<file path="src/rtl/traffic_light_pkg.sv">
// Shared types and constants for the traffic-light sprite blitter:
// FSM states, sprite geometry, lens windows and the RGB888 palette.
package traffic_light_pkg;

   typedef enum logic [1:0] {
      IDLE,
      DRAW,
      FLUSH,
      DONE
   } state_t;

   localparam int SPRITE_DIM = 40;
   localparam logic [5:0] SPRITE_MAX = 6'(SPRITE_DIM - 1);

   // Lens windows in sprite coordinates (inclusive bounds)
   localparam logic [5:0] RED_ROW_LO  = 6'd4;
   localparam logic [5:0] RED_ROW_HI  = 6'd15;
   localparam logic [5:0] GRN_ROW_LO  = 6'd19;
   localparam logic [5:0] GRN_ROW_HI  = 6'd30;
   localparam logic [5:0] LENS_COL_LO = 6'd2;
   localparam logic [5:0] LENS_COL_HI = 6'd37;

   localparam logic [23:0] HOUSING   = 24'h303030;
   localparam logic [23:0] RED_LIT   = 24'hFF0000;
   localparam logic [23:0] RED_DIM   = 24'h400000;
   localparam logic [23:0] GREEN_LIT = 24'h00FF00;
   localparam logic [23:0] GREEN_DIM = 24'h004000;

   function automatic logic in_range(
      input logic [5:0] v,
      input logic [5:0] lo,
      input logic [5:0] hi
   );
      return (v >= lo) && (v <= hi);
   endfunction

endpackage

</file>
<file path="src/rtl/traffic_light_color_sel.sv">
// Combinational lens/housing colour lookup for one sprite coordinate.
// In: sx, sy (sprite column/row), light (bit0 red lit, bit1 green lit). Out: color RGB888.
module traffic_light_color_sel
   import traffic_light_pkg::*;
(
   input  logic [5:0]  sx,
   input  logic [5:0]  sy,
   input  logic [1:0]  light,
   output logic [23:0] color
);

   logic in_col;
   logic red_row;
   logic grn_row;

   assign in_col  = in_range(sx, LENS_COL_LO, LENS_COL_HI);
   assign red_row = in_range(sy, RED_ROW_LO, RED_ROW_HI);
   assign grn_row = in_range(sy, GRN_ROW_LO, GRN_ROW_HI);

   always_comb begin
      color = HOUSING;
      unique case (1'b1)
         (in_col && red_row): color = light[0] ? RED_LIT : RED_DIM;
         (in_col && grn_row): color = light[1] ? GREEN_LIT : GREEN_DIM;
         default:             color = HOUSING;
      endcase
   end

endmodule

</file>
<file path="src/rtl/traffic_light_sprite_blitter.sv">
// Scans the 40x40 traffic-light sprite ROM and writes opaque, on-screen
// pixels into the framebuffer through a one-entry valid/ready output slot.
// Ports: clk, reset (sync, active-high); start/origin_x/origin_y/light request;
// sprite_x/sprite_y -> ROM, pixel <- ROM; fb_wr_en/fb_x/fb_y/fb_color with
// fb_ready backpressure; busy (DRAW/FLUSH), done (one-cycle completion pulse).
module traffic_light_sprite_blitter
   import traffic_light_pkg::*;
#(
   parameter int SCREEN_W = 640,
   parameter int SCREEN_H = 480,
   parameter int X_W      = 10,
   parameter int Y_W      = 9
) (
   input  logic           clk,
   input  logic           reset,
   input  logic           start,
   input  logic [X_W-1:0] origin_x,
   input  logic [Y_W-1:0] origin_y,
   input  logic [1:0]     light,
   output logic [5:0]     sprite_x,
   output logic [5:0]     sprite_y,
   input  logic           pixel,
   output logic           fb_wr_en,
   output logic [X_W-1:0] fb_x,
   output logic [Y_W-1:0] fb_y,
   output logic [23:0]    fb_color,
   input  logic           fb_ready,
   output logic           busy,
   output logic           done
);

   localparam logic [X_W:0] X_LIM = (X_W + 1)'(SCREEN_W);
   localparam logic [Y_W:0] Y_LIM = (Y_W + 1)'(SCREEN_H);

   state_t         state;
   logic [X_W-1:0] org_x;
   logic [Y_W-1:0] org_y;
   logic [1:0]     lt;
   logic [5:0]     sx;
   logic [5:0]     sy;

   // One extra bit so origin + offset never wraps back on screen
   logic [X_W:0]   px;
   logic [Y_W:0]   py;
   logic           slot_free;
   logic           hit;
   logic           row_end;
   logic           last_pos;
   logic [23:0]    color;

   assign sprite_x = sx;
   assign sprite_y = sy;

   assign px = {1'b0, org_x} + (X_W + 1)'(sx);
   assign py = {1'b0, org_y} + (Y_W + 1)'(sy);

   assign slot_free = !fb_wr_en || fb_ready;
   assign hit       = pixel && (px < X_LIM) && (py < Y_LIM);
   assign row_end   = (sx == SPRITE_MAX);
   assign last_pos  = row_end && (sy == SPRITE_MAX);

   traffic_light_color_sel u_color (
      .sx    (sx),
      .sy    (sy),
      .light (lt),
      .color (color)
   );

   always_ff @(posedge clk) begin
      if (reset) begin
         state    <= IDLE;
         org_x    <= '0;
         org_y    <= '0;
         lt       <= '0;
         sx       <= '0;
         sy       <= '0;
         fb_wr_en <= 1'b0;
         fb_x     <= '0;
         fb_y     <= '0;
         fb_color <= '0;
         busy     <= 1'b0;
         done     <= 1'b0;
      end else begin
         done <= 1'b0;
         case (state)
            IDLE: begin
               if (start) begin
                  org_x <= origin_x;
                  org_y <= origin_y;
                  lt    <= light;
                  sx    <= '0;
                  sy    <= '0;
                  busy  <= 1'b1;
                  state <= DRAW;
               end
            end
            DRAW: begin
               // A stalled slot freezes both the outputs and the scan
               if (slot_free) begin
                  if (hit) begin
                     fb_wr_en <= 1'b1;
                     fb_x     <= px[X_W-1:0];
                     fb_y     <= py[Y_W-1:0];
                     fb_color <= color;
                  end else begin
                     fb_wr_en <= 1'b0;
                  end
                  if (row_end) begin
                     sx <= '0;
                     sy <= last_pos ? 6'd0 : sy + 6'd1;
                  end else begin
                     sx <= sx + 6'd1;
                  end
                  if (last_pos) begin
                     state <= FLUSH;
                  end
               end
            end
            FLUSH: begin
               if (slot_free) begin
                  fb_wr_en <= 1'b0;
                  busy     <= 1'b0;
                  done     <= 1'b1;
                  state    <= DONE;
               end
            end
            DONE: begin
               state <= IDLE;
            end
            default: begin
               state <= IDLE;
            end
         endcase
      end
   end

endmodule
</file>
<file path="config.mk">
export PLATFORM = sky130hd
export DESIGN_NAME = traffic_light_sprite_blitter
export DESIGN_NICKNAME = d
export VERILOG_FILES = /design/src/rtl/traffic_light_pkg.sv /design/src/rtl/traffic_light_color_sel.sv /design/src/rtl/traffic_light_sprite_blitter.sv
export SDC_FILE = /design/constraint.sdc
export NUM_CORES = 1
export LEC_CHECK = 0
export ABC_CLOCK_PERIOD_IN_PS = 2450
export CAP_MARGIN = 20
export CORE_UTILIZATION = 47
export CTS_BUF_LIST = sky130_fd_sc_hd__clkbuf_8 sky130_fd_sc_hd__clkbuf_16
export CTS_CLUSTER_SIZE = 8
export DETAILED_ROUTE_END_ITERATION = 10
export PLACE_DENSITY = 0.77
export SKIP_CTS_REPAIR_TIMING = 1
export SLEW_MARGIN = 20
export SYNTH_ARGS = -nofsm -noshare
export SYNTH_HDL_FRONTEND = slang
export SYNTH_HIERARCHICAL = 1
export SYNTH_SLANG_ARGS = --single-unit
</file>
<file path="constraint.sdc">
create_clock -name clk -period 2.45 [get_ports clk]
set_clock_uncertainty 0.1 [all_clocks]
set_input_delay 0.735 -clock clk [delete_from_list [all_inputs] [get_ports clk]]
set_output_delay 0.735 -clock clk [all_outputs]
set_load 0.05 [all_outputs]
</file>
# After elaboration in Yosys (flattened, before gate mapping)
# Cells that the tools add are included.
# W data, S select, Z words.
# word_totals
regBits	81
inputBits	26
out_inout_bits	58
# classes
n_addsub	4
magnitude_cmp	8
n_eq_ne	10
n_mux	23
n_bitwise	1
n_reduce_logical	22
# op_table
operator	n
$pmux W24 S2	1
$mux W6	6
$mux W24	1
$pmux W6 S2	2
$mux W16	1
$add A6 B1 Y6 const B	2
$eq A6 B6 Y1 const B	2
$reduce_and A3 Y1	4
$add A10 B6 Y11	1
$lt A11 B10 Y1 const B	1
$add A9 B6 Y10	1
$lt A10 B9 Y1 const B	1
$ne A2 B2 Y1 const B	5
$logic_and A1 B1 Y1	8
$mux W2	4
$pmux W2 S4	1
$reduce_and A4 Y1	2
$ge A6 B2 Y1 const B	1
$ge A6 B3 Y1 const B	1
$ge A6 B5 Y1 const B	1
$le A6 B4 Y1 const B	1
$le A6 B5 Y1 const B	1
$le A6 B6 Y1 const B	1
$reduce_bool A2 Y1	3
10 further kinds	16

# Logic depth before layout (Yosys ltp)
# Gate-level depths: netlist of run 1.
# logic_depth
ltp_word	7
mapped_depth	12
mapped_depth_nobuf	10

# By module
# The synthesis of run 1 kept the hierarchy.
# by_module_without_submodules
module	n_inst	cells_per_inst	area_per_inst_um2
traffic_light_sprite_blitter	1	456	3794.9
traffic_light_color_sel	1	36	265.3

# Least setup slack after synthesis of run 1
# No wires, ideal clock.
# synth_timing
path_kind	register to register
startpoint	register sx[0] (netlist: sprite_x[0])
endpoint	register fb_color[15]
t_arrival_ns	2.830
path_slack_ns	-0.550
path_stages_with_launch	13
path_buffers	2
path_cell_list	dfxtp_1 > ha_1 > inv_1 > fa_1 > nor2b_1 > o2111a_1 > o21ai_1 > o211ai_1 > and3_4 > buf_6 > clkbuf_1 > o21ai_0 > a21oi_1
# synth_between
elab_chain_len	5
# synth_rtl
item	line_no	rtl
start: declaration	traffic_light_sprite_blitter.sv:39	logic [5:0] sx;
start signal: assignment	traffic_light_sprite_blitter.sv:112	sx <= sx + 6'd1;
$add A10 B6 Y11	traffic_light_sprite_blitter.sv:54	assign px = {1'b0, org_x} + (X_W + 1)'(sx);
$lt A11 B10 Y1	traffic_light_sprite_blitter.sv:58	assign hit = pixel && (px < X_LIM) && (py < Y_LIM);
$logic_and A1 B1 Y1 (2 in series)	traffic_light_sprite_blitter.sv:58	
$reduce_and A3 Y1 (no line)	n/a	
end signal: assignment	traffic_light_sprite_blitter.sv:104	fb_color <= color;
end: declaration	traffic_light_sprite_blitter.sv:26	output logic [23:0] fb_color,
# Parallel ways exist; a longest one is shown, timed or not.
# A chain may end at the register's enable or synchronous reset.

# Final worst setup path of run 1
# layout_timing
startpoint	register sy[0] (netlist: sprite_y[0])
endpoint	register fb_color[14]
# layout_between
elab_chain_len	4
# layout_rtl
item	line_no	rtl
start: declaration	traffic_light_sprite_blitter.sv:40	logic [5:0] sy;
start signal: assignment	traffic_light_sprite_blitter.sv:110	sy <= last_pos ? 6'd0 : sy + 6'd1;
$add A9 B6 Y10, or another cell as far along	traffic_light_sprite_blitter.sv:55	assign py = {1'b0, org_y} + (Y_W + 1)'(sy);
$lt A10 B9 Y1 / $logic_and A1 B1 Y1 (equally long branches)	traffic_light_sprite_blitter.sv:58, traffic_light_pkg.sv:34	
$logic_and A1 B1 Y1, on equally long branches	traffic_light_sprite_blitter.sv:58, traffic_light_color_sel.sv:23, traffic_light_color_sel.sv:24	
$reduce_and A3 Y1 (no line) / $pmux W24 S2 (equally long branches)	n/a	
# Parallel ways exist; a longest one is shown, timed or not.

==> results of run 1 <==
==> worst reg2reg max path: stages, from the launching register on <==
cell     delay [ns]
dfxtp_4        0.36
ha_4           0.16
fa_2           0.35
a21oi_2        0.16
o21ai_1        0.09
a21oi_2        0.22
xor2_2         0.34
o221a_4        0.33
buf_12         0.15
nand3_1        0.11
a21oi_1        0.15
==> worst max path at each step <==
stage                                           end  slack (ns)  cells after the start
after floorplan                fb_y[6]$_SDFFE_PP0P_       -0.06                      9
after global placement     sprite_y[3]$_SDFFE_PP0P_       -0.06                      8
after detailed placement   sprite_y[1]$_SDFFE_PP0P_       -0.14                      8
after CTS                  fb_color[2]$_SDFFE_PP0P_       -0.18                     11
after global routing           fb_y[1]$_SDFFE_PP0P_       -0.23                     10
final                     fb_color[14]$_SDFFE_PP0P_       -0.13                     10
==> cell type report <==
type / count / share of cell area [%]
multi-input cells: 358 / 41.28
flip-flops and latches: 81 / 29.43
repair buffers: 137 / 22.38
clock buffers: 10 / 2.647
well taps: 105 / 2.335
clock inverters: 6 / 1.134
inverters: 12 / 0.8007
==> logic make-up after synthesis <==
logic type               after synthesis  synth area share (%)
adder cells (fa/ha/maj)               19                 6.225
XOR/XNOR                              22                 4.746
buffers and inverters                 59                 7.488
multiplexers                           1                0.2465
other                                  1               0.09236
AND/OR/NAND/NOR                      160                 18.98
flip-flops                            81                 39.94
AO/OA/AOI/OAI                        149                 22.28
==> state kept, by name, indices dropped and copies added (netlist names) <==
name and cells:
org_x 10, done 1, fb_color 24, sprite_y 6, fb_wr_en 1, state 2, busy 1, fb_y 9
sprite_x 6, org_y 9, lt 2, fb_x 10
==> power by group through the flow <==
| stage | clock network (W) | registers [W] | logic [W] |
|---|---|---|---|
| 2_1_floorplan | 0 | 0.00196 | 0.000863 |
| 3_3_place_gp | 0 | 0.00165 | 0.00177 |
| 3_5_place_dp | 0 | 0.00166 | 0.00181 |
| 4_1_cts | 0.00104 | 0.00163 | 0.00183 |
| 5_1_grt | 0.00111 | 0.00166 | 0.00206 |
| 6_report | 0.00103 | 0.00164 | 0.00191 |
==> Yosys cell counts (all sizes together), types with 6 or more instances <==
library cell	instances	share of area, %
clkbuf	19	1.8
xnor2	11	2.4
and3	6	1.0
inv	11	1.0
buf	28	4.6
xor2	11	2.4
nand2b	6	0.92
a21oi	68	8.4
nand3	43	5.3
nor2	19	1.8
nand4	9	1.4
a211oi	7	1.3
dfxtp	81	40
ha	17	5.2
nand2	57	5.3
o21ai	46	5.8
==> stage by stage <==
step / std cells / hold slack [ns] / setup slack (ns) / instance area, um2 / setup TNS, ns
after floorplan: 497 / 0.3400 / -0.06202 / 4240 / -1.321
after global placement: 687 / 0.3399 / -0.06155 / 5281 / -1.129
after detailed placement: 687 / 0.3494 / -0.1449 / 5281 / -3.313
after CTS: 703 / 0.3599 / -0.1775 / 5494 / -3.820
after global routing: 709 / 0.3896 / -0.2343 / 5625 / -8.410
final: 709 / 0.3596 / -0.1285 / 5625 / -3.414
==> routing by layer <==
metal / vias to the layer above / wire, um
met5: - / 0
met4: 0 / 204
met3: 18 / 534
met2: 134 / 6087
met1: 1930 / 4781
li1: 1934 / -
==> run summary, run 1 <==
Status = finished, violations left
Failing checks = setup timing
PD cells = 815.4 nW/um2
Post-synth cell types = 54
Core Box Area = 8299 um2
Rows = 33
Hold Path Stages = 2
Count of final setup violators = 44
Top fanout value on the critical path = 13
Final WS setup = -0.1285 ns
Vias in the first global route = 3,758
Startpoint class of the critical path = register
Clk slew on worst S/H paths = 0.09 ns
Iteration-0 DRC Markers = 188
Asr flop ratio synth = 0%
Worst Path Required = 2.63 ns
CTS tree = built
Root Buffer = clkbuf_8
Met1 usage = 31.73%
Num CTS Buffers = 9
Sequential share of power = 35.7%
Critical path class = reg2reg
Syn Inst Count = 492
Fin. Hold Viols = 0
Worst Setup SP = sprite_y[0]$_SDFFE_PP0P_
Tot Pwr = 0.004587 W
Fin crit share = 105.2%
Worst slew pin tran = 0.5454 ns
Flop-to-flop setup slack = -0.13 ns
Post-synth EDFFs = 0
CP max-delay cell = dfxtp_4
Gp weighted congestion = 0.8355
Gr ovfl total = 0
Slew margin rel. = 63.52%
Layout cell share with drive strength beyond 1 = 21.52%
CP cell instances = ha_4 > fa_2 > a21oi_2 > o21ai_1 > a21oi_2 > xor2_2 > o221a_4 > buf_12 > nand3_1 > a21oi_1
Most common cell after layout, fill and taps aside = clkdlybuf4s50_1
Router iterations before antenna repair = 5
First-pass GRT wire length = 18,020 um
Largest net degree at the start of global routing = 53
Register Area = 1655 um2
H-tree Lvls = 3
Most frequent cells in the layout = clkdlybuf4s50_1, dfxtp_1, a21oi_1, buf_4, nand2_1
Worst Reg-to-Reg Cells = 10
Max-cap violations = 0
Initial core utilization = 48.92%
F_max = 387.8 MHz
Syn Area/Cell = 8.252 um2
Initial antenna violation count = 0
Critical R2R Launch = sprite_y[0]$_SDFFE_PP0P_
Combinational power share = 41.7%
Peak supply drop = 0.0005882 V
CP bufs+invs = 1
Critical path's most frequent cell = a21oi_2
Most used DFF post-synth = dfxtp_1
Pleak = 2.162 nW
Worst hold-check path type = reg2reg
GRT Util Overall = 25.94%
I/O pin total = 84
Arrival time worst endpoint = 2.75 ns
Fillers = 658
Post-synthesis register bit count = 81
Seq/Total Area, Yosys = 39.94%
Clk sinks = 81
R2R Path End = fb_color[14]$_SDFFE_PP0P_
Multi-input gate area = 2322 um2
CP top delay family = compound AO/OA/AOI/OAI gates
Grt met3 use = 4.187%
Clk_lat worst skew = 0.35 ns
CP max stage delay = 0.36 ns
Hold_sp = fb_x[4]$_SDFFE_PP0P_
Final Critical Period = 2.578 ns
Max-slew violations = 0
Internal = 0.002795 W
Layout Utilization = 67.78%
PortBufs = 83
Post-DR vias/cell = 5.664
GR Util met2 = 46.94%
DRC = 0
Layout Nets = 644
Average wire per standard cell = 16.37 um
Maximum clock path buffer count = 2
WL final = 11,610 um
Antenna viol nets, final = 0
Switch share = 39.08%
CP endpoint kind = register
Die Ht = 94.95 um
Yosys warning count = 6
Cell area after synthesis = 4060 um2
RSZ-0062 raised after global routing = true
Area Overhead vs Synth = 38.55%
Worst-case hold path end point = fb_x[4]$_SDFFE_PP0P_
Die X = 94.95 um
Net Sw Power = 0.001792 W
Diode count = 0
GR peak layer = met2
Final HPWL from detailed placement = 8045 um
Die ar. = 9015 um2
Via count = 4,016
Clk pwr share = 22.6%
Power figures use the tool's default switching activity.
==> run 2: changes to the inputs <==
Settings changed: ABC_AREA set to 0, CORE_UTILIZATION 47 to 46, PLACE_DENSITY 0.77 to 0.84, SYNTH_HIERARCHICAL 1 to not set.
==> run 2 against run 1 <==
The flow still finishes with violations (setup timing). Die area fell by 5.8%. Wire length fell by 8.5%. Fmax fell by 11%. Global-route usage fell by 0.35 points. Total power fell by 16%. Cell area fell by 6.0%. First-iteration DRC count rose by 12%. Sequential cell count fell by 17. Largest cell class unchanged.
==> run summary, run 2 <==
Synth area leaders = dfxtp_1, nand2_1, ha_1
Post-synth cell types = 58
Final Critical Period = 2.900 ns
Num CTS Buffers = 9
Fin Setup TNS = -11.03 ns
CP cell instances = ha_4 > fa_2 > a211oi_4 > nor2_1 > a32oi_1 > a311oi_2 > or4_4 > mux2_4
Count of final setup violators = 27
Area Overhead vs Synth = 41.51%
RSZ-0062 raised after global routing = true
Antenna viol nets, final = 0
CP endpoint kind = register
GRT Util Overall = 25.59%
WL final = 10,620 um
Clk slew on worst S/H paths = 0.07 ns
Sequential share of power = 33.7%
Syn Inst Count = 452
Post-synth EDFFs = 0
Iteration-0 DRC Markers = 210
Clk sinks = 64
Peak supply drop = 0.0007297 V
Vias in the first global route = 3,617
WHS = 0.3535 ns
Clk pwr share = 21.0%
Router iterations before antenna repair = 5
Most common library cells after synthesis = nand2_1, dfxtp_1, nor2_1
DRC = 0
Max-slew violations = 0
Initial antenna violation count = 0
PD cells = 730.9 nW/um2
Flop-to-flop setup slack = -0.45 ns
Pre-CTS setup slack = -0.5183 ns
CTS tree = built
Top fanout value on the critical path = 6
Via count = 3,753
CP max stage delay = 0.66 ns
Initial core utilization = 47.87%
Most common cell after layout, fill and taps aside = buf_4
Die X = 92.14 um
Fin crit share = 118.4%
R2R Path End = fb_x[7]$_SDFFE_PP0P_
CP max-delay cell = or4_4
F_max = 344.8 MHz
Synth top area share = 34.28%
Pleak = 2.437 nW
Die Ht = 92.14 um
First-pass GRT wire length = 17,020 um
I/O pin total = 84
Root Buffer = clkbuf_8
H-tree Lvls = 3
Largest net degree at the start of global routing = 23
Maximum clock path buffer count = 2
Gr ovfl total = 0
Slew margin rel. = 60.63%
Layout Nets = 628
Startpoint class of the critical path = register
Final WS setup = -0.4499 ns
Rows = 32
Critical path class = reg2reg
Fin. Hold Viols = 0
Worst hold-check path type = reg2reg
Seq/Total Area, Yosys = 34.28%
Final HPWL from detailed placement = 7834 um
Post-synthesis register bit count = 64
Biggest regs = fb_x x10, org_x x10
PortBufs = 77
Worst Path Required = 2.59 ns
Switch share = 39.68%
Average wire per standard cell = 15.48 um
Die ar. = 8489 um2
Setup crit end = fb_x[7]$_SDFFE_PP0P_
Core Box Area = 7807 um2
Worst Setup SP = sprite_x[0]$_SDFFE_PP0P_
Worst slew pin tran = 0.5829 ns
Critical R2R Launch = sprite_x[0]$_SDFFE_PP0P_
Clk_lat worst skew = 0.35 ns
Internal = 0.002332 W
Yosys warning count = 0
Status = finished, violations left
Syn Area/Cell = 8.268 um2
Count leader, synth = nand2_1
Post-synth top area cell = dfxtp_1
Failing checks = setup timing
Arrival time worst endpoint = 3.04 ns
Gp weighted congestion = 0.8802
Cell area after synthesis = 3737 um2
Combinational power share = 45.3%
Most frequent cells in the layout = buf_4, nand2_1, dfxtp_1, clkdlybuf4s50_1, nor2_1
Layout cell share with drive strength beyond 1 = 23.97%
Post-DR vias/cell = 5.471
Most used DFF post-synth = dfxtp_1
Diode count = 0
Net Sw Power = 0.001534 W
Fillers = 603
Asr flop ratio synth = 0%
Worst Reg-to-Reg Cells = 8
Max-cap violations = 0
==> run 2: cell type report <==
| class | count | area, um2 | area share, % |
|---|---|---|---|
| Sequential cell | 64 | 1300 | 24.58 |
| Timing Repair Buffer | 148 | 1311 | 24.79 |
| Multi-Input combinational cell | 344 | 2328 | 44.03 |
| Clock buffer | 11 | 151.4 | 2.863 |
| Clock inverter | 5 | 25.02 | 0.4731 |
| Tap cell | 102 | 127.6 | 2.413 |
| Inverter | 12 | 45.04 | 0.8517 |
==> run 2: how the worst min path moves through the flow <==
stage	from	endpoint	slack [ns]	depth (start not counted)
floorplan	org_x[2]$_SDFFE_PP0P_	org_x[2]$_SDFFE_PP0P_	0.34	2
global placement	fb_x[9]$_SDFFE_PP0P_	fb_x[9]$_SDFFE_PP0P_	0.34	2
detailed placement	fb_x[9]$_SDFFE_PP0P_	fb_x[9]$_SDFFE_PP0P_	0.35	2
CTS	fb_x[9]$_SDFFE_PP0P_	fb_x[9]$_SDFFE_PP0P_	0.36	2
global route	fb_x[9]$_SDFFE_PP0P_	fb_x[9]$_SDFFE_PP0P_	0.37	2
finish	fb_x[9]$_SDFFE_PP0P_	fb_x[9]$_SDFFE_PP0P_	0.35	2
==> run 2: worst max-delay path, delay by kind of cell, from the launching register on <==
| kind | cells | cell delay, ns |
|---|---|---|
| adder cells (fa/ha/maj) | 2 | 0.54 |
| AO/OA/AOI/OAI | 3 | 0.71 |
| AND/OR/NAND/NOR | 2 | 0.77 |
| flip-flops | 1 | 0.35 |
| multiplexers | 1 | 0.33 |
==> run 2: logic make-up after synthesis <==
family | synth area share, %
flip-flops | 34.28
other | 0.1003
multiplexers | 7.968
AO/OA/AOI/OAI | 17.48
adder cells (fa/ha/maj) | 8.102
buffers and inverters | 7.064
XOR/XNOR | 2.578
AND/OR/NAND/NOR | 22.43
==> run 2: metrics by stage <==
step / util, % / std cells / cell area (um2) / total power (W)
after floorplan: - / 457 / 3845 / 0.002390
after global placement: 64.02 / 665 / 4999 / 0.002930
after detailed placement: 64.02 / 665 / 4999 / 0.002994
after CTS: 66.28 / 681 / 5175 / 0.003807
after global routing: 67.74 / 686 / 5289 / 0.004093
final: 67.74 / 686 / 5289 / 0.003866
==> run 2: per-layer routing <==
metal,vias to the layer above,track usage (%),share of wire [%]
met1,1737,31.13,43
met4,0,12.24,3.1
li1,1812,-,-
met3,34,5.390,6.2
met2,170,42.85,48
met5,-,0,0
==> run 2: power by group through the flow <==
stage | Combinational, W | Clock, W | Sequential [W]
2_1_floorplan | 0.000867 | 0 | 0.00152
3_3_place_gp | 0.00162 | 0 | 0.00131
3_5_place_dp | 0.00167 | 0 | 0.00132
4_1_cts | 0.00168 | 0.000823 | 0.00130
5_1_grt | 0.00189 | 0.000881 | 0.00132
6_report | 0.00175 | 0.000813 | 0.00130
